--- config.mk ---
export PLATFORM = sky130hd
export DESIGN_NAME = hex_display_scan_ctrl
export DESIGN_NICKNAME = d
export VERILOG_FILES = /design/src/rtl/hex_display_scan_ctrl.sv
export SDC_FILE = /design/constraint.sdc
export NUM_CORES = 1
export LEC_CHECK = 0
export ABC_AREA = 1
export ABC_CLOCK_PERIOD_IN_PS = 1700
export BUFFER_PORTS_ARGS = -buffer_cell sky130_fd_sc_hd__buf_2
export CORE_MARGIN = 8
export CORE_UTILIZATION = 51
export CTS_CLUSTER_SIZE = 16
export DETAILED_ROUTE_END_ITERATION = 10
export PLACE_DENSITY = 0.74
export RECOVER_POWER = 50
export SYNTH_ARGS = -nofsm -noshare
export SYNTH_HDL_FRONTEND = slang
export SYNTH_SLANG_ARGS = --single-unit
--- constraint.sdc ---
create_clock -name clk -period 1.7 [get_ports clk]
set_input_delay 0.425 -clock clk [delete_from_list [all_inputs] [get_ports clk]]
set_output_delay 0.425 -clock clk [all_outputs]
set_load 0.1 [all_outputs]
--- src/rtl/hex_display_scan_ctrl.sv ---
// hex_display_scan_ctrl: multiplexes one shared hex decoder across NUM_DIGITS digits,
// with a double-buffered load port so a new value only appears at a frame boundary.
module hex_display_scan_ctrl #(
    parameter int NUM_DIGITS = 4,
    parameter int PRESCALE   = 50000,
    parameter bit LZ_BLANK   = 1'b1
) (
    input  logic                    clk,
    input  logic                    rst,
    input  logic                    load_valid,
    output logic                    load_ready,
    input  logic [4*NUM_DIGITS-1:0] load_data,
    input  logic                    display_on,
    output logic [3:0]              hex_out,
    output logic                    dec_enable,
    output logic [NUM_DIGITS-1:0]   digit_sel,
    output logic                    frame_done
);
    localparam int CW = PRESCALE > 1 ? $clog2(PRESCALE) : 1;
    localparam int IW = $clog2(NUM_DIGITS);
    localparam int DW = 4 * NUM_DIGITS;

    logic [CW-1:0]         cnt;
    logic [IW-1:0]         idx, next_idx;
    logic [DW-1:0]         active, shadow, next_active;
    logic                  pending, tick, boundary, accept, nz;
    logic [NUM_DIGITS-1:0] blank;

    assign tick        = cnt == CW'(PRESCALE - 1);
    assign boundary    = tick && idx == IW'(NUM_DIGITS - 1);
    assign next_idx    = !tick ? idx : boundary ? '0 : idx + 1'b1;
    assign next_active = boundary && pending ? shadow : active;
    assign accept      = load_valid && !pending;
    assign load_ready  = !pending;

    // A digit is dark when it and every more significant nibble are zero; digit 0 always shows.
    always_comb begin
        blank = '0;
        nz    = 1'b0;
        for (int i = NUM_DIGITS - 1; i > 0; i--) begin
            nz       = nz | (next_active[4*i +: 4] != 4'h0);
            blank[i] = LZ_BLANK && !nz;
        end
    end

    always_ff @(posedge clk) begin
        if (rst) begin
            cnt        <= '0;
            idx        <= '0;
            active     <= '0;
            shadow     <= '0;
            pending    <= 1'b0;
            hex_out    <= 4'h0;
            digit_sel  <= '1;
            dec_enable <= 1'b0;
            frame_done <= 1'b0;
        end else begin
            cnt        <= tick ? '0 : cnt + 1'b1;
            idx        <= next_idx;
            active     <= next_active;
            if (accept) begin
                shadow  <= load_data;
                pending <= 1'b1;
            end else if (boundary) begin
                pending <= 1'b0;
            end
            hex_out    <= next_active[4*next_idx +: 4];
            digit_sel  <= blank[next_idx] ? '1 : ~(NUM_DIGITS'(1) << next_idx);
            dec_enable <= display_on;
            frame_done <= boundary;
        end
    end
endmodule

# Word-level counts from Yosys, hierarchy flattened
# Index checks and enable logic that the tools add are counted.
# word_totals
ff_bits,61
output_inout_bits,11
word_cells,39
# classes
n_bitwise,3
shifts,2
order_cmp,1
eq_ne,2
n_reduce_logical,13
mux,7
addsub,2
# ops
cell,n
$add 16x1->16 const B,1
$eq 16x16->1 const B,1
$mux 16,1
$shiftx 16x5->4,1
$reduce_bool 4->1,3
$logic_not 1->1,4
$mux 2,2
$not 4->4,1
$reduce_or 2->1,2
$shl 1x2->4 const A,1
$logic_and 1x1->1,3
$lt 2x3->1 const B,1
$mux 1,3
$add 2x1->2 const B,1
$bmux 1 s2,1
$eq 2x2->1 const B,1
$or 1x1->1,2
$reduce_bool 2->1,1

# Logic depth before layout (Yosys ltp)
# depth
word_depth,11
ltp_mapped,14

# Worst setup path after synthesis
# No wires, ideal clock.
# synth_timing
kind,reg2reg
startpoint,register pending
endpoint,register shadow[10]
setup_time_ns,0.116
arrival_time_ns,1.748
slack_ns,-0.164
required_ns,1.584
synth_period_minus_slack_ns,1.864
path_stages_with_launch,7
path_cell_list,dfxtp_1 -> clkbuf_1 -> inv_1 -> nand2_1 -> clkbuf_1 -> o21ai_0 -> nor2_1
# synth_between
elab_chain_cells,2
# synth_lines
element,line_no,source
from (decl),26,"logic pending, tick, boundary, accept, nz;"
from (signal assigned),52,pending <= 1'b0;
from (signal assigned),63,pending <= 1'b1;
from (signal assigned),65,pending <= 1'b0;
$logic_not 1->1,--,
via load_ready,11,"output logic load_ready,"
$logic_and 1x1->1,33,assign accept = load_valid && !pending;
to (signal assigned),62,shadow <= load_data;
to (decl),25,"logic [DW-1:0] active, shadow, next_active;"
# The timed path passes the listed nets, and every way through them passes these cells.
# A chain may end at the register's enable or synchronous reset.

# Worst setup path after layout
# layout_timing
startpoint,register cnt[0]
endpoint,register hex_out[3]
# layout_between
elab_chain_cells,5
elab_cells_between_ends,7
# layout_lines
element,line_no,source
from (decl),23,logic [CW-1:0] cnt;
from (signal assigned),58,cnt <= tick ? '0 : cnt + 1'b1;
$eq 16x16->1 (*),29,assign tick = cnt == CW'(PRESCALE - 1);
$logic_and 1x1->1,30,assign boundary = tick && idx == IW'(NUM_DIGITS - 1);
$mux 2 or $logic_and 1x1->1 (tied branches),"31, 32",
$mux 2 or $mux 16 (tied branches),"31, 32",
$shiftx 16x5->4 (*),67,hex_out <= next_active[4*next_idx +: 4];
to (signal assigned),67,
to (decl),14,"output logic [3:0] hex_out,"
# Mark *: on every way between the ends. The rest lies on a longest branch, timed or not.

==> results.md <==
* CTS Sinks at 61
* Crit Path Category: reg2reg
* Pin count of the biggest net entering global routing at 24
* Congestion Overflow GR at 0
* Chip height at 87.4 um
* Setup WS post-layout at -96.4 ps
* Power density cells at 906 mW/mm2
* Highest Clock Rate at 557 MHz
* Relative slew margins at 0.676
* Tot Pwr at 3.24 mW
* Critical-path cell list: ha_4, nand2_4, nor2_4, nand3_2, nor2_4, o21ai_4, nor2_4, inv_2, or2_0, a31oi_1
* DRC viols at 0
* Area of the multi-input gates at 0.00127 mm2
* CTS tree: built
* Final period utilization at 1.06
* Placer's final routability congestion estimate at 0.893
* CP most frequent cell: nor2_4
* Row cnt at 26
* Largest buffer count on any clock path at 2
* Routed length per instance at 11.9 um
* Violated checks: negative setup slack
* Tot GR Track Use at 0.169
* Delay-heaviest family, CP: simple AND/OR/NAND/NOR gates
* Syn_nets at 375
* Total Die Area at 0.00763 mm2
* HPWL after DPL at 4260 um
* Skew-Pair Late Insertion Delay at 340 ps
* Arrival time worst endpoint at 2060 ps
* Post-synth top area share at 0.470
* # IOs at 31
* Synth Cell Area at 0.00260 mm2
* Hold crit path type: in2reg
* Pleak at 1.58 nW
* Fillers at 411
* Fin area at 0.00358 mm2
* Die span in x at 87.4 um
* DR iter-0 viols at 123
* Initial antenna violation count at 0
* Number of global-route vias before repair at 2420
* Port bufs at 30
* Placement Cell Area at 0.00315 mm2
* Dominant cell type by area after synthesis: dfxtp_1
* Final hold violations at 0
* Peak supply drop at 585 uV
* Crit start category: flop
* Endpoint class of the critical path: flop
* Final hold slack at 291 ps
* Req. time, crit path at 1960 ps
* Worst path buffer plus inverter count at 1
* Area grow syn2layout at 37.9%
* Via-per-instance ratio at 4.74
* Diode count at 0
* Crit path time final at 1800 ps
* Num CTS Buffers at 9
* Via count at 2396
* Least-Margin Pin Slew at 490 ps
* CTS Hold Buffers Added at 0
* Setup Skew at 8.44 ps
* Status: complete, but fails checks
* Synth area leaders: dfxtp_1 (47%), nor2_1 (10%), nand2_1 (8.1%), inv_1 (6.1%), o21ai_0 (4.6%)
* Area occupied by registers at 0.00123 mm2
* Clk slew on worst S/H paths at 70 ps
* Max-cap violations at 0
* Netlist cell types at 29
* Max Fanout on Critical Path at 8
* Yosys Warn Count at 0
* Syn avg cell area at 7.35 um2
* Core region area at 0.00501 mm2
* Endpoints failing setup at 8
* Crit path max-delay cell type: dfxtp_2
* Post-synthesis register bit count at 61
* RSZ-0062 raised after global routing: true
* Fin. max-slew vios at 0
* Setup slack at placement at -162 ps
* Layout cells sized above 1 at 0.363
* Mapped Cells at 353
* First-pass GRT wire length at 10200 um
* Post-DRT Antenna Nets at 0
* Drt pass-1 iters at 4
* CTS HTree Levels at 3
* Starting Density at 0.518
* Sequential element share of the synthesized area at 0.470
* Final net count at 452
* Total Wirelength at 6000 um
* Slowest stage delay, CP at 350 ps
* Clock Tree Root: clkbuf_8
[layout make-up]
| class | instances | share of cell area |
|---|---|---|
| multi-input cells | 230 | 0.356 |
| clock inverters | 7 | 0.0346 |
| repair buffers | 78 | 0.152 |
| flip-flops and latches | 61 | 0.345 |
| clock buffers | 9 | 0.0346 |
| inverters | 50 | 0.0535 |
| well taps | 70 | 0.0245 |
[Yosys cell counts (all sizes together)]
master  instances
clkbuf          9
clkinv          1
nand3          14
dfxtp          61
xnor2           1
o22ai           4
or2             2
a21oi          14
nor3            2
o21ai          33
xor2            4
buf             3
o211a           1
a31oi           2
nor2           79
nand2          62
nand4           8
inv            49
ha              2
nor3b           2
[path summary, 6_finish.rpt]
path	startpoint	endpoint	slack [ps]	depth (start not counted)
min reg2reg	shadow[0]	shadow[0]	450	2
max reg2reg	cnt[0]	hex_out[3]	-100	10
min	display_on	dec_enable	290	3
max	cnt[0]	hex_out[3]	-100	10
[layout by cell type (no fill, tap or decap), drive strengths merged, types with 8 or more instances in the layout]
| cell type | Yosys | routed |
|---|---|---|
| buf | 3 | 77 |
| inv | 49 | 48 |
| dfxtp | 61 | 61 |
| a21oi | 14 | 14 |
| nor2 | 79 | 79 |
| nand2 | 62 | 62 |
| clkbuf | 9 | 10 |
| nand3 | 14 | 14 |
| nand4 | 8 | 8 |
| o21ai | 33 | 33 |
[worst reg2reg max path, delay by kind of cell, from the launching register on]
kind	cells	cell delay, ps
buf+inv	1	60
fa+ha+maj	1	170
simple gates	6	830
flops	1	350
compound gates	2	300
[sequential cells by signal (all words and copies together), names as in the netlist]
| name | flops |
|---|---|
| active | 16 |
| cnt | 16 |
| dec_enable | 1 |
| digit_sel | 4 |
| frame_done | 1 |
| hex_out | 4 |
| idx | 2 |
| pending | 1 |
| shadow | 16 |
[report_power, final]
part / internal, mW / switching (mW)
Sequential: 1.47 / 0.0227
Clock: 0.980 / 0.584
Combinational: 0.0713 / 0.117
[through the flow]
stage                util  setup TNS (ps)  cells
floorplan               -               0    353
global placement    0.629            -803    485
detailed placement  0.629           -1080    485
CTS                 0.693            -286    503
global route        0.715           -1970    505
finish              0.715            -606    505
[cells by family after synthesis]
logic type / Yosys count / share of synthesized area
compound gates: 54 / 0.118
xor+xnor: 5 / 0.0169
fa+ha+maj: 2 / 0.00964
buf+inv: 62 / 0.0911
flops: 61 / 0.470
simple gates: 169 / 0.294
[what timing repair did]
item | 4_1_cts | 5_1_grt
pin swaps | 9 | 17
setup endpoints to repair | 9 | 27
resized for setup | 19 | 29
buffers inserted | 2 | 2
[metal layers]
layer,global-route usage,part of all wire,vias to the layer above
li1,-,-,1264
met1,0.203,0.47,1065
met2,0.269,0.45,55
met3,0.0538,0.061,12
met4,0.0750,0.017,0
met5,0,0,-
Note: power is estimated with default switching activity, not from simulation.
